==> src/rtl/bfm_ahbl_arbiter.sv <==
// Two-master AHB-Lite arbiter BFM. Each master port has a one-deep hold
// register. A captured transfer is reissued to the single slave as NONSEQ
// SINGLE when its port owns the address phase. Ownership is round-robin and
// can be held by HMASTLOCK.
module bfm_ahbl_arbiter #(
    parameter int LOCK_EN = 1,
    parameter int TPD     = 1
) (
    input  logic        HCLK,
    input  logic        HRESETN,
    // master port 0
    input  logic [31:0] HADDR_M0,
    input  logic [1:0]  HTRANS_M0,
    input  logic        HWRITE_M0,
    input  logic [2:0]  HSIZE_M0,
    input  logic [2:0]  HBURST_M0,
    input  logic [3:0]  HPROT_M0,
    input  logic        HMASTLOCK_M0,
    input  logic [31:0] HWDATA_M0,
    output logic [31:0] HRDATA_M0,
    output logic        HREADY_M0,
    output logic        HRESP_M0,
    // master port 1
    input  logic [31:0] HADDR_M1,
    input  logic [1:0]  HTRANS_M1,
    input  logic        HWRITE_M1,
    input  logic [2:0]  HSIZE_M1,
    input  logic [2:0]  HBURST_M1,
    input  logic [3:0]  HPROT_M1,
    input  logic        HMASTLOCK_M1,
    input  logic [31:0] HWDATA_M1,
    output logic [31:0] HRDATA_M1,
    output logic        HREADY_M1,
    output logic        HRESP_M1,
    // slave side
    output logic [31:0] HADDR,
    output logic [1:0]  HTRANS,
    output logic        HWRITE,
    output logic [2:0]  HSIZE,
    output logic [2:0]  HBURST,
    output logic [3:0]  HPROT,
    output logic        HMASTLOCK,
    output logic [31:0] HWDATA,
    input  logic [31:0] HRDATA,
    input  logic        HREADYIN,
    input  logic        HRESP,
    output logic        HMASTER
);

    // TPD is a simulation-only output delay; it and the burst type and
    // HTRANS[0] have no functional effect here, since every issued
    // transfer is SINGLE.
    logic [31:0] unused_tpd;
    logic        unused_bits;
    assign unused_tpd  = 32'(TPD);
    assign unused_bits = ^{HBURST_M0, HBURST_M1, HTRANS_M0[0], HTRANS_M1[0]};

    logic [31:0] m_addr  [2];
    logic [2:0]  m_size  [2];
    logic [3:0]  m_prot  [2];
    logic [31:0] m_wdata [2];
    logic [1:0]  m_req, m_write, m_lock;

    assign m_addr[0]  = HADDR_M0;
    assign m_addr[1]  = HADDR_M1;
    assign m_size[0]  = HSIZE_M0;
    assign m_size[1]  = HSIZE_M1;
    assign m_prot[0]  = HPROT_M0;
    assign m_prot[1]  = HPROT_M1;
    assign m_wdata[0] = HWDATA_M0;
    assign m_wdata[1] = HWDATA_M1;
    assign m_req      = {HTRANS_M1[1], HTRANS_M0[1]};
    assign m_write    = {HWRITE_M1, HWRITE_M0};
    assign m_lock     = {HMASTLOCK_M1, HMASTLOCK_M0};

    logic [31:0] cap_addr [2];
    logic [2:0]  cap_size [2];
    logic [3:0]  cap_prot [2];
    logic [1:0]  cap_write, cap_lock;
    logic [1:0]  pend, pend_nxt, hready, hresp, capture;
    logic        amaster, amaster_nxt, last_grant, last_grant_nxt;
    logic        dvalid, downer, lock_hold, lock_nxt;
    logic        issue, accept, may_switch;

    assign issue  = pend[amaster];
    assign accept = issue & HREADYIN;

    // Per-port ready/response: the data-phase owner follows the slave,
    // a port with a held transfer stalls, otherwise the port is free.
    always_comb begin
        hready  = '0;
        hresp   = '0;
        for (int i = 0; i < 2; i++) begin
            if (dvalid && (downer == 1'(i))) begin
                hready[i] = HREADYIN;
                hresp[i]  = HRESP;
            end else begin
                hready[i] = ~pend[i];
            end
        end
        capture = hready & m_req;
    end

    // Next hold-register set, lock state and round-robin grant.
    always_comb begin
        pend_nxt       = pend;
        amaster_nxt    = amaster;
        last_grant_nxt = last_grant;
        for (int i = 0; i < 2; i++) begin
            if (capture[i])
                pend_nxt[i] = 1'b1;
            else if (accept && (amaster == 1'(i)))
                pend_nxt[i] = 1'b0;
        end
        // The transfer accepted at this edge decides the lock going forward.
        lock_nxt   = accept ? cap_lock[amaster] : lock_hold;
        may_switch = (HREADYIN || !pend[amaster]) && !((LOCK_EN != 0) && lock_nxt);
        if (may_switch) begin
            case (pend_nxt)
                2'b11: begin
                    amaster_nxt    = ~last_grant;
                    last_grant_nxt = ~last_grant;
                end
                2'b01: begin
                    amaster_nxt    = 1'b0;
                    last_grant_nxt = 1'b0;
                end
                2'b10: begin
                    amaster_nxt    = 1'b1;
                    last_grant_nxt = 1'b1;
                end
                default: ;
            endcase
        end
    end

    // Hold registers, address-phase owner and data-phase tracking.
    always_ff @(posedge HCLK or negedge HRESETN) begin
        if (!HRESETN) begin
            pend       <= '0;
            cap_addr   <= '{default: '0};
            cap_size   <= '{default: '0};
            cap_prot   <= '{default: '0};
            cap_write  <= '0;
            cap_lock   <= '0;
            amaster    <= 1'b0;
            last_grant <= 1'b1;
            dvalid     <= 1'b0;
            downer     <= 1'b0;
            lock_hold  <= 1'b0;
        end else begin
            for (int i = 0; i < 2; i++) begin
                if (capture[i]) begin
                    cap_addr[i]  <= m_addr[i];
                    cap_size[i]  <= m_size[i];
                    cap_prot[i]  <= m_prot[i];
                    cap_write[i] <= m_write[i];
                    cap_lock[i]  <= m_lock[i];
                end
            end
            pend       <= pend_nxt;
            amaster    <= amaster_nxt;
            last_grant <= last_grant_nxt;
            lock_hold  <= lock_nxt;
            if (accept) begin
                dvalid <= 1'b1;
                downer <= amaster;
            end else if (HREADYIN) begin
                dvalid <= 1'b0;
            end
        end
    end

    assign HTRANS    = issue ? 2'b10 : 2'b00;
    assign HADDR     = cap_addr[amaster];
    assign HWRITE    = cap_write[amaster];
    assign HSIZE     = cap_size[amaster];
    assign HPROT     = cap_prot[amaster];
    assign HMASTLOCK = cap_lock[amaster];
    assign HBURST    = 3'b000;
    assign HMASTER   = amaster;
    assign HWDATA    = m_wdata[downer];

    assign HREADY_M0 = hready[0];
    assign HREADY_M1 = hready[1];
    assign HRESP_M0  = hresp[0];
    assign HRESP_M1  = hresp[1];
    assign HRDATA_M0 = HRDATA;
    assign HRDATA_M1 = HRDATA;

endmodule
==> config.mk <==
export PLATFORM = sky130hd
export DESIGN_NAME = bfm_ahbl_arbiter
export DESIGN_NICKNAME = d
export VERILOG_FILES = /design/src/rtl/bfm_ahbl_arbiter.sv
export SDC_FILE = /design/constraint.sdc
export NUM_CORES = 1
export LEC_CHECK = 0
export BUFFER_PORTS_ARGS = -buffer_cell sky130_fd_sc_hd__buf_4
export CAP_MARGIN = 0
export CORE_MARGIN = 1.5
export CORE_UTILIZATION = 30
export CTS_CLUSTER_DIAMETER = 120
export DETAILED_ROUTE_END_ITERATION = 7
export MAX_ROUTING_LAYER = met4
export PLACE_DENSITY_LB_ADDON = 0.12
export SETUP_SLACK_MARGIN = 0.3
export SLEW_MARGIN = 10
export SYNTH_ARGS = -nofsm -noshare
export SYNTH_HDL_FRONTEND = slang
export SYNTH_SLANG_ARGS = --single-unit
==> constraint.sdc <==
create_clock -name HCLK -period 7.48 [get_ports HCLK]
set_clock_uncertainty 0.15 [all_clocks]
set_input_delay 0.748 -clock HCLK [delete_from_list [all_inputs] [get_ports HCLK]]
set_output_delay 0.748 -clock HCLK [all_outputs]
set_load 0.03 [all_outputs]
Word-level counts from Yosys, hierarchy flattened:

Cells that the tools add are included.

* register bits: 89
* input port bits: 192
* output and inout bits: 147
* logic and storage cells: 73

* magnitude comparators: 3
* eq/ne operators: 3
* mux-type cells: 31
* bitwise logic cells: 9
* reduce and logical (&&, ||, !) cells: 11

Operators by type and width (number)
* $mux 32: 6
* $mux 1: 17
* $mux 4: 3
* $mux 3: 3
* $logic_and 1x1->1: 5
* $not 1->1: 5
* $eq 2x2->1 const B: 2
* $ge 2x2->1 const B: 2
* $not 1->2: 2
* $pmux 1 s3: 1
* $reduce_bool 3->1: 1
* $and 2x2->2: 1
* $eq 2x1->1 const B: 1
* $logic_not 1->1: 2
* $lt 1x2->1 const B: 1
* $mux 2: 1
* $reduce_and 2->1: 1
* $reduce_bool 2->1: 1
* $and 1x1->1: 1
* $logic_or 1x1->1: 1

Depth between registers and ports, before layout:

Gate-level depths: netlist of the first run.

* word-level depth: 9
* depth in mapped cells: 10
* gate-level depth less buffers: 8

Worst setup path after synthesis of the first run:

Ideal clock, no wire load.

* path type: input -> register
* start: input port HREADYIN
* end: register amaster, in the netlist HMASTER
* library setup time: 0.128 ns
* data arrival time: 2.873 ns
* required time: 7.202 ns
* path slack: 4.329 ns
* stages: 10
* buffers on the path: 2
* path through: inv_1 mux2i_1 and2_1 buf_4 buf_6 a21oi_1 ha_1 or3_1 o31ai_2 mux2_1

* elaborated cells on any way between the ends: 20
* classes of those cells: eq/ne: 3; mux: 8; bitwise: 2; reduce/logical: 7

RTL lines
* start: declaration: line 45 `input logic HREADYIN,`
* $mux 1 (*): line 94 `if (dvalid && (downer == 1'(i))) begin`
* named net HREADY_M0: line 21 `output logic HREADY_M0,`
* $and 2x2->2 (*): line 101 `capture = hready & m_req;`
* $mux 1 (*): line 110 `if (capture[i])`
* $eq 2x2->1 / $eq 2x1->1 (equally long branches): line 119 `case (pend_nxt)`
* $reduce_bool 3->1 (no line)
* $reduce_and 2->1 (no line)
* end signal: assignment: line 162 `amaster <= amaster_nxt;`
* end: declaration: line 81 `logic amaster, amaster_nxt, last_grant, last_grant_nxt;`

The timed path passes the listed nets; every way through them passes the cells marked *.
A chain may end at the register's enable or synchronous reset.

Final worst setup path of the first run:

* start: register amaster, in the netlist HMASTER
* end: output port HMASTLOCK

* word-level cells in the longest chain between the ends: 2

RTL lines
* $mux 1 (not written as such) (2 in series): line 179 `assign HMASTLOCK = cap_lock[amaster];`
* end: declaration: line 42 `output logic HMASTLOCK,`

No other way between the ends. The select of a mux whose other input is x is not followed.

==> metrics.md, run 1 <==
| Metric | Value |
|---|---|
| Worst reg2reg endpoint | HMASTER |
| Crit path DAT | 2.18 ns |
| Slew margin rel. | 50.1% |
| Worst Setup End Kind | output pin |
| Placer's final routability congestion estimate | 0.762 |
| Vias | 3347 |
| FF-to-FF path depth | 9 |
| F_max | 0.325 GHz |
| CTS Buffer Depth | 2 |
| HPWL after detailed placement | 11000 microns |
| Syn avg cell area | 13.4 sq um |
| Setup crit start kind | flop |
| Post-route minimum period | 3.07 ns |
| Deepest level of the CTS H-tree | 3 |
| Routed vias/inst | 4.48 |
| Share of post-route cells with drive strength above 1 | 68.5% |
| Synth Register Bits | 89 |
| Reg clk slew, reported paths | 0.06 ns |
| Worst Hold Class | input pin to asynchronous set/reset pin |
| Critical path class | flop to output pin |
| # diodes | 0 |
| Rows | 46 |
| Fin. max-slew vios | 0 |
| Final setup vio count | 0 |
| Core area | 15900 sq um |
| Pwr dens | 472 nW/um^2 |
| P_leak | 3.06 nW |
| CP Max Fanout | 26 |
| Layout Cells excl Fill | 747 |
| Required @ worst endpoint | 6.58 ns |
| Root buf cell | clkbuf_16 |
| WHS | 0.191 ns |
| DR WL/cell | 19.3 microns |
| Die Y | 131 microns |
| Post-CTS setup buffers | 0 |
| Port Buffers | 230 |
| Final Total Pwr | 3.10 mW |
| Die width | 131 microns |
| Total congestion overflow | 0 |
| Post-CTS sizing | 0 |
| CP startpoint | HMASTER |
| Final Hold Viols | 0 |
| Largest net degree at the start of global routing | 57 |
| Routed Antenna Nets | 0 |
| Register area share after synthesis | 45.6% |
| Peak VDD IR | 0.000246 V |
| CTS Hold Bufs | 0 |
| Drt total wl | 14400 microns |
| Setup slack, reg-to-reg | 4.48 ns |
| Remaining design rule violation count | 0 |
| CTS tree | yes |
| DIE AREA | 17100 sq um |
| # Max-Cap Violations | 0 |
| Area Overhead vs Synth | 34.3% |
| # IOs | 339 |
| CTS Sinks | 89 |
| Worst-Margin Slew | 0.749 ns |
| FF-to-FF Start | dvalid |
| First-pass GRT wire length | 20600 microns |
| Crit share post-route | 41.1% |
| RSZ-0062 raised after global routing | false |
| TNS Setup | 0 ns |
| Post-Syn Area | 4880 sq um |
| Nets | 720 |
| Clock Latency Late Sink | 0.34 ns |
| Vias in the first global route | 3639 |
| Initial DRC Count | 66 |
| Filler cell count | 1578 |
| Cell variety after synth | 26 |
| Synth warn | 0 |
| Placed cells | 731 |
| Total CTS buffers | 9 |
| Initial core utilization | 30.7% |
| Total iterations of the first detailed-routing run | 3 |
| GR Util All Layers | 17.5% |
| Initial antenna violation count | 0 |
| CP endpoint | HMASTLOCK |
| Post-Syn Instances | 365 |
| Outcome | completed |
layout by cell type, fill, tap and decap left out, drive strengths merged:
master	n
or3	1
nor2	2
dfstp	1
a21oi	3
a21o	1
clkinv	3
and2	1
dfrtp	88
bufinv	1
a22oi	1
mux2	159
mux2i	2
nand2b	2
conb	4
ha	2
clkbuf	9
o21ai	2
inv	3
and3	1
buf	234
clkinvlp	3
o31ai	1
nand2	7
synth_stat cells:
master / count / area share [%]
a21oi_1: 3 / 0.31
and2_1: 1 / 0.13
nand2_2: 1 / 0.13
and3_1: 1 / 0.13
a22oi_1: 1 / 0.15
a21o_1: 1 / 0.15
conb_1: 1 / 0.077
o21ai_0: 2 / 0.20
ha_1: 2 / 0.51
mux2_1: 52 / 12
mux2i_1: 1 / 0.20
nand2_1: 5 / 0.38
mux2_2: 106 / 24
buf_4: 71 / 11
nor2_1: 2 / 0.15
mux2_4: 1 / 0.31
inv_1: 3 / 0.23
dfstp_2: 1 / 0.54
dfrtp_1: 88 / 45
o31ai_2: 1 / 0.26
nand2b_1: 2 / 0.26
buf_6: 9 / 2.1
clkbuf_1: 7 / 0.54
or3_1: 1 / 0.13
mux2i_4: 1 / 0.46
nand2_4: 1 / 0.23
where the power goes:
group          internal, mW  switching [mW]  leakage, nW
clock network         0.258           0.194        0.137
logic                 0.809           0.966         1.88
registers             0.732           0.140         1.04
total                  1.80            1.30         3.06
per-layer routing:
| metal | part of all wire, % | up-vias | global-route usage (%) |
|---|---|---|---|
| li1 | - | 1512 | - |
| met1 | 39 | 1653 | 19.7 |
| met2 | 49 | 149 | 27.7 |
| met3 | 9.8 | 33 | 7.08 |
| met4 | 2.0 | 0 | 7.11 |
| met5 | 0 | - | - |
sequential cells by signal (all words and copies together), names as in the netlist, 2 cells and up:
signal / flops
cap_write: 2
cap_addr: 64
cap_prot: 8
pend: 2
cap_lock: 2
cap_size: 6
critical path: stages (launching register included):
cell,delay (ns)
dfrtp_2,0.73
buf_4,0.47
mux2_2,0.43
buf_4,0.19
area by class of cell:
cell class                 instances  area, sq um  share of cell area (%)
clock inverter                     7         71.3                    1.09
timing repair buffer             234         1760                    26.8
tap                              216          270                    4.12
multi-input combinational        189         2000                    30.4
clock buffer                       9          225                    3.43
inverter                           3         11.3                   0.172
sequential                        89         2230                    34.0
metrics by stage:
step	utilization [%]	setup WS (ns)	area, sq um
after floorplan	-	4.33	4890
after global placement	39.4	4.11	6260
after detailed placement	39.4	4.08	6260
after CTS	41.3	4.33	6560
after global routing	41.3	4.25	6560
final	41.3	4.41	6560
logic make-up after synthesis:
kind of cell / count (synthesis) / share of synthesized area, %
multiplexers: 161 / 37.4
AND/OR/NAND/NOR: 14 / 1.54
AO/OA/AOI/OAI: 8 / 1.08
adder cells (fa/ha/maj): 2 / 0.512
buffers and inverters: 90 / 13.8
flip-flops: 89 / 45.6
other: 1 / 0.0768
worst min path at each step:
stage,startpoint,to,slack (ns),depth (start not counted)
after floorplan,HRESETN,HMASTER,0.30,0
after global placement,cap_addr[46],cap_addr[46],0.31,1
after detailed placement,cap_lock[0],cap_lock[0],0.32,1
after CTS,HRESETN,cap_addr[11],0.20,1
after global routing,HRESETN,cap_addr[11],0.21,1
final,HRESETN,cap_addr[11],0.19,1
(Power assumes the default switching activity.)
==> inputs of run 2 (changes only) <==
- clock period: 7.48 -> 2.7 ns (I/O delays scaled with it)
==> run 2 against run 1 <==
Against the previous run: setup slack worse by 4.0 ns; critical path depth up 5; register-to-register slack worse by 4.1 ns; critical path type is now flop to flop; largest power group unchanged.
==> metrics.md, run 2 (same netlist as run 1, synthesis figures left out) <==
| Metric | Value |
|---|---|
| Deepest level of the CTS H-tree | 3 (unchanged) |
| Core area | 15900 sq um (unchanged) |
| Routed Antenna Nets | 0 (unchanged) |
| Peak VDD IR | 0.000556 V (was 0.000246 V) |
| Worst Hold Class | input pin to flop (was input pin to asynchronous set/reset pin) |
| Final core occ | 46.4% (was 41.3%) |
| HPWL after detailed placement | 10900 microns (was 11000 microns) |
| F_max | 0.436 GHz |
| Largest registers | cap_addr (64), cap_prot (8), cap_size (6) (unchanged) |
| FF/Latch Area | 2230 sq um (unchanged) |
| Root buf cell | clkbuf_16 (unchanged) |
| Share of post-route cells with drive strength above 1 | 60.5% (was 68.5%) |
| Rows | 46 (unchanged) |
| # diodes | 0 (unchanged) |
| Setup crit start kind | flop (unchanged) |
| Multi-input gate area | 2020 sq um (was 2000 sq um) |
| Filler cell count | 1531 (was 1578) |
| Initial core utilization | 30.7% (unchanged) |
| Dpl cell area | 6330 sq um (was 6260 sq um) |
| Crit share post-route | 84.9% |
| Initial antenna violation count | 0 (unchanged) |
| Post-Layout Inst Area | 7360 sq um (was 6560 sq um) |
| Slew margin rel. | 44.8% (was 50.1%) |
| Die Y | 131 microns (unchanged) |
| Required @ worst endpoint | 2.77 ns (was 6.58 ns) |
| Commonest non-fill, non-tap cell in the layout | buf_4 (unchanged) |
| Initial DRC Count | 73 (was 66) |
| Total congestion overflow | 0 (unchanged) |
| # Max-Cap Violations | 0 (unchanged) |
| First-pass GRT wire length | 21300 microns (was 20600 microns) |
| Critical path class | flop to flop (was flop to output pin) |
| P_leak | 3.40 nW (was 3.06 nW) |
| CTS Sinks | 89 (unchanged) |
| TNS Setup | 0 ns (unchanged) |
| Final setup vio count | 0 (unchanged) |
| CP Max Fanout | 4 (was 26) |
| Nets | 798 (was 720) |
| Vias in the first global route | 3931 (was 3639) |
| Placed cells | 734 (was 731) |
| DR WL/cell | 17.4 microns (was 19.3 microns) |
| Routed vias/inst | 4.38 (was 4.48) |
| Total CTS buffers | 9 (unchanged) |
| Area Overhead vs Synth | 50.8% (was 34.3%) |
| Die width | 131 microns (unchanged) |
| Reg clk slew, reported paths | 0.06 ns (about the same) |
| Worst-Margin Slew | 0.828 ns (was 0.749 ns) |
| Clock Latency Late Sink | 0.34 ns (about the same) |
| DIE AREA | 17100 sq um (unchanged) |
| Biggest register | cap_addr (unchanged) |
| WHS | 0.0127 ns (was 0.191 ns) |
| CTS Buffer Depth | 2 (unchanged) |
| RSZ-0062 raised after global routing | false (unchanged) |
| Layout Cells excl Fill | 824 (was 747) |
| Vias | 3613 (was 3347) |
| Largest net degree at the start of global routing | 64 (was 57) |
| Setup ws final | 0.409 ns (was 4.41 ns) |
| CTS tree | yes (unchanged) |
| Fin. max-slew vios | 0 (unchanged) |
| Pre-CTS setup slack | 0.405 ns (was 4.08 ns) |
| Remaining design rule violation count | 0 (unchanged) |
| Placer's final routability congestion estimate | 0.843 (was 0.762) |
| Total iterations of the first detailed-routing run | 4 (was 3) |
| Pwr dens | 1180 nW/um^2 (was 472 nW/um^2) |
| Final Hold Viols | 0 (unchanged) |
| Worst Setup End Kind | flop (was output pin) |
| Most frequent cells in the layout | buf_4, mux2_2, dfrtp_1 (unchanged) |
| Outcome | completed (unchanged) |
| Crit path DAT | 2.36 ns (was 2.18 ns) |
| Port Buffers | 230 (unchanged) |
| Final Total Pwr | 8.66 mW (was 3.10 mW) |
| Max reg flops | 64 (unchanged) |
| Post-route minimum period | 2.29 ns |
| # IOs | 339 (unchanged) |
| GR Util All Layers | 17.6% (was 17.5%) |
| Setup slack, reg-to-reg | 0.41 ns (was 4.48 ns) |
| Drt total wl | 14400 microns (about the same) |
[run 2: changes by cell type in the layout (fill, tap and decap cells not counted), moves of 2 or more]
| cell | previous run | this run |
|---|---|---|
| clkbuf_8 | 0 | 3 |
| clkinvlp_4 | 3 | 1 |
| buf_12 | 0 | 2 |
| dlygate4sd3_1 | 0 | 75 |
[run 2: final timing paths]
check / endpoint / startpoint / depth (start not counted)
max in group asynchronous: cap_addr[30] / HRESETN / 3
min in group asynchronous: cap_addr[13] / HRESETN / 2
worst min register to register: cap_addr[63] / cap_addr[63] / 1
worst max-delay path: HMASTER / downer / 8
worst max register to register: HMASTER / downer / 8
worst min-delay path: cap_addr[20] / HADDR_M1[20] / 2
[run 2: layer usage]
metal	routed length (microns)	vias to the layer above	share of wire [%]	global-route usage, %
met5	0	-	0	-
met4	172	0	1.2	4.98
met3	1180	18	8.2	6.31
met2	6960	157	48	28.4
met1	6050	1771	42	20.7
li1	-	1667	-	-
[run 2: area by class of cell]
type / instances / share of cell area, %
timing repair buffer: 312 / 34.7
inverter: 3 / 0.153
tap: 216 / 3.67
sequential: 89 / 30.3
clock buffer: 13 / 3.67
multi-input combinational: 189 / 27.4
clock inverter: 2 / 0.170
[run 2: worst max-delay path: stages (launching register included)]
cell and delay (ns):
dfrtp_1 0.40, nand2b_1 0.19, mux2i_4 0.25, and2_4 0.18, a21oi_2 0.04, ha_2 0.20, or3_1 0.32, o31ai_2 0.09
mux2_1 0.35
[run 2: what timing repair did]
action / CTS / global route
hold buffers: 73 / 2
hold endpoints to repair: 133 / 2
buffers inserted: 0 / 0
endpoints found under the setup margin: 0 / 0
gates resized for setup: 0 / 0
[run 2: power breakdown]
part	internal, mW	total [mW]	switching [mW]	leakage, nW
clock	0.693	1.20	0.504	0.138
combinational	2.37	5.08	2.71	2.22
sequential	2.03	2.37	0.343	1.04
total	5.09	8.66	3.56	3.40
==> inputs of run 3 (changes only) <==
- clock period: 2.7 -> 2 ns (I/O delays scaled with it)
==> run 3 against run 2 <==
Against the previous run: the flow now finishes with violations (negative setup slack); largest cell class unchanged; count of clock-buffer cells in the layout shrank 1; register-to-register slack lost 0.59 ns; total power grew 80%; critical path depth is the same; sequential power grew 39%; non-clock buffer count grew 54; global-route usage grew 2.6 points; cell area grew 22%; highest routed layer unchanged; maximum frequency grew 4.8%; first-iteration DRC count shrank 27%; core utilization grew 10 points.
==> metrics.md, run 3 (same netlist as run 1, synthesis figures left out) <==
| Metric | Value |
|---|---|
| Core area | 15900 sq um (unchanged) |
| P_leak | 4.32 nW (was 3.40 nW) |
| Deepest level of the CTS H-tree | 3 (unchanged) |
| Final Hold Viols | 0 (unchanged) |
| Largest stage delay, worst path | 0.43 ns (was 0.40 ns) |
| CP Cell Sequence | nand2b_4 > mux2i_4 > and2_4 > a21oi_2 > ha_2 > or3_4 > o31ai_4 > mux2_4 (was nand2b_1 > mux2i_4 > and2_4 > a21oi_2 > ha_2 > or3_1 > o31ai_2 > mux2_1) |
| Setup slack, reg-to-reg | -0.19 ns (was 0.41 ns) |
| Area Overhead vs Synth | 84.1% (was 50.8%) |
| Crit share post-route | 109% (was 84.9%) |
| First-pass GRT wire length | 24100 microns (was 21300 microns) |
| FF-to-FF Start | dvalid (was downer) |
| DR WL/cell | 19.8 microns (was 17.4 microns) |
| F_max | 0.457 GHz (was 0.436 GHz) |
| Filler cell count | 1365 (was 1531) |
| CTS Buffer Depth | 2 (unchanged) |
| Routed Antenna Nets | 0 (unchanged) |
| HPWL after detailed placement | 11100 microns (was 10900 microns) |
| Peak VDD IR | 0.000933 V (was 0.000556 V) |
| Biggest register | cap_addr (unchanged) |
| Root buf cell | clkbuf_16 (unchanged) |
| Largest net degree at the start of global routing | 47 (was 64) |
| Total CTS buffers | 9 (unchanged) |
| Fin. max-slew vios | 0 (unchanged) |
| Final core occ | 56.6% (was 46.4%) |
| Dpl cell area | 6440 sq um (was 6330 sq um) |
| DIE AREA | 17100 sq um (unchanged) |
| Violated checks | negative setup slack |
| Port Buffers | 230 (unchanged) |
| CTS tree | yes (unchanged) |
| TNS Setup | -1.72 ns (was 0 ns) |
| Top Family by Delay on Critical Path | simple AND/OR/NAND/NOR gates (unchanged) |
| Remaining design rule violation count | 0 (unchanged) |
| WHS | 0.0388 ns (was 0.0127 ns) |
| Post-route minimum period | 2.19 ns (was 2.29 ns) |
| # IOs | 339 (unchanged) |
| Initial DRC Count | 53 (was 73) |
| Share of post-route cells with drive strength above 1 | 69.2% (was 60.5%) |
| CP startpoint | dvalid (was downer) |
| Final setup vio count | 43 (was 0) |
| Required @ worst endpoint | 2.08 ns (was 2.77 ns) |
| Worst reg2reg endpoint | HMASTER (unchanged) |
| FF-to-FF path depth | 8 (unchanged) |
| Setup crit start kind | flop (unchanged) |
| Initial core utilization | 30.7% (unchanged) |
| Pre-CTS setup slack | -0.209 ns (was 0.405 ns) |
| CP endpoint | HMASTER (unchanged) |
| Clock Latency Late Sink | 0.34 ns (about the same) |
| Nets | 852 (was 798) |
| RSZ-0062 raised after global routing | true (was false) |
| Vias | 3930 (was 3613) |
| Die Y | 131 microns (unchanged) |
| Max reg flops | 64 (unchanged) |
| Crit-path slowest cell | dfrtp_1 (unchanged) |
| Largest registers | cap_addr (64), cap_prot (8), cap_size (6) (unchanged) |
| GR Util All Layers | 20.2% (was 17.6%) |
| Post-Layout Inst Area | 8990 sq um (was 7360 sq um) |
| Most frequent cells in the layout | buf_4, mux2_4, dfrtp_1 (was buf_4, mux2_2, dfrtp_1) |
| CP Max Fanout | 2 (was 4) |
| Total iterations of the first detailed-routing run | 4 (unchanged) |
| Critical path class | flop to flop (unchanged) |
| Placer's final routability congestion estimate | 0.778 (was 0.843) |
| # Max-Cap Violations | 0 (unchanged) |
| Rows | 46 (unchanged) |
| Total congestion overflow | 0 (unchanged) |
| Outcome | finished with violations (was completed) |
| WP buf/inv | 0 (unchanged) |
| Worst Hold Class | input pin to flop (unchanged) |
| Commonest non-fill, non-tap cell in the layout | buf_4 (unchanged) |
| Initial antenna violation count | 1 (was 0) |
| Reg clk slew, reported paths | 0.06 ns (about the same) |
| Drt total wl | 17400 microns (was 14400 microns) |
| Setup ws final | -0.186 ns (was 0.409 ns) |
| Vias in the first global route | 4282 (was 3931) |
| Routed vias/inst | 4.47 (was 4.38) |
| Crit path DAT | 2.26 ns (was 2.36 ns) |
| CTS Sinks | 89 (unchanged) |
| Pwr dens | 1730 nW/um^2 (was 1180 nW/um^2) |
| Worst Setup End Kind | flop (unchanged) |
| Crit path depth | 8 (unchanged) |
| Die width | 131 microns (unchanged) |
[run 3: per-stage QoR]
stage,power [mW],cells
floorplan,8.16,368
global placement,10.2,744
detailed placement,10.3,744
CTS,14.5,866
global route,16.3,880
finish,15.6,880
[run 3: per-layer routing]
layer	GRT usage (%)	up-vias	part of all wire, %
met5	-	-	0
met4	7.30	0	2.0
met3	6.15	37	7.6
met2	32.8	175	48
met1	23.7	1938	42
li1	-	1780	-
[run 3: final cells by class]
class	count	area (sq um)	area share (%)
well taps	216	270	3.01
diodes	1	2.50	0.0278
clock inverters	4	51.3	0.571
multi-input cells	189	2440	27.1
repair buffers	366	3730	41.5
flip-flops and latches	89	2230	24.8
clock buffers	12	256	2.85
inverters	3	11.3	0.125
[run 3: how the worst min path moves through the flow]
stage,start,endpoint,slack [ns],cells after the start
floorplan,HRESETN,HMASTER,-0.25,0
global placement,HRESETN,cap_addr[11],0.02,1
detailed placement,HRESETN,cap_addr[11],0.02,1
CTS,HTRANS_M1[1],pend[1],0.02,3
global route,HTRANS_M1[1],pend[1],0.04,3
finish,HTRANS_M1[1],pend[1],0.04,3
[run 3: tightest hold or removal path: cells and delay by family]
kind | cells | cell delay [ns]
compound gates | 1 | 0.09
buf+inv | 2 | 0.20
[run 3: repair_timing]
item	4_1_cts	5_1_grt
setup buffers	11	11
pin swaps	1	4
cloned	12	2
endpoints found under the hold margin	110	0
hold buffers	83	0
resized for setup	128	84
setup endpoints to repair	161	164
[run 3: where the power goes]
| group | total, mW | switching [mW] | internal (mW) |
|---|---|---|---|
| Combinational | 10.5 | 4.57 | 5.96 |
| Clock | 1.74 | 0.703 | 1.04 |
| Sequential | 3.29 | 0.546 | 2.75 |
| Total | 15.6 | 5.82 | 9.75 |
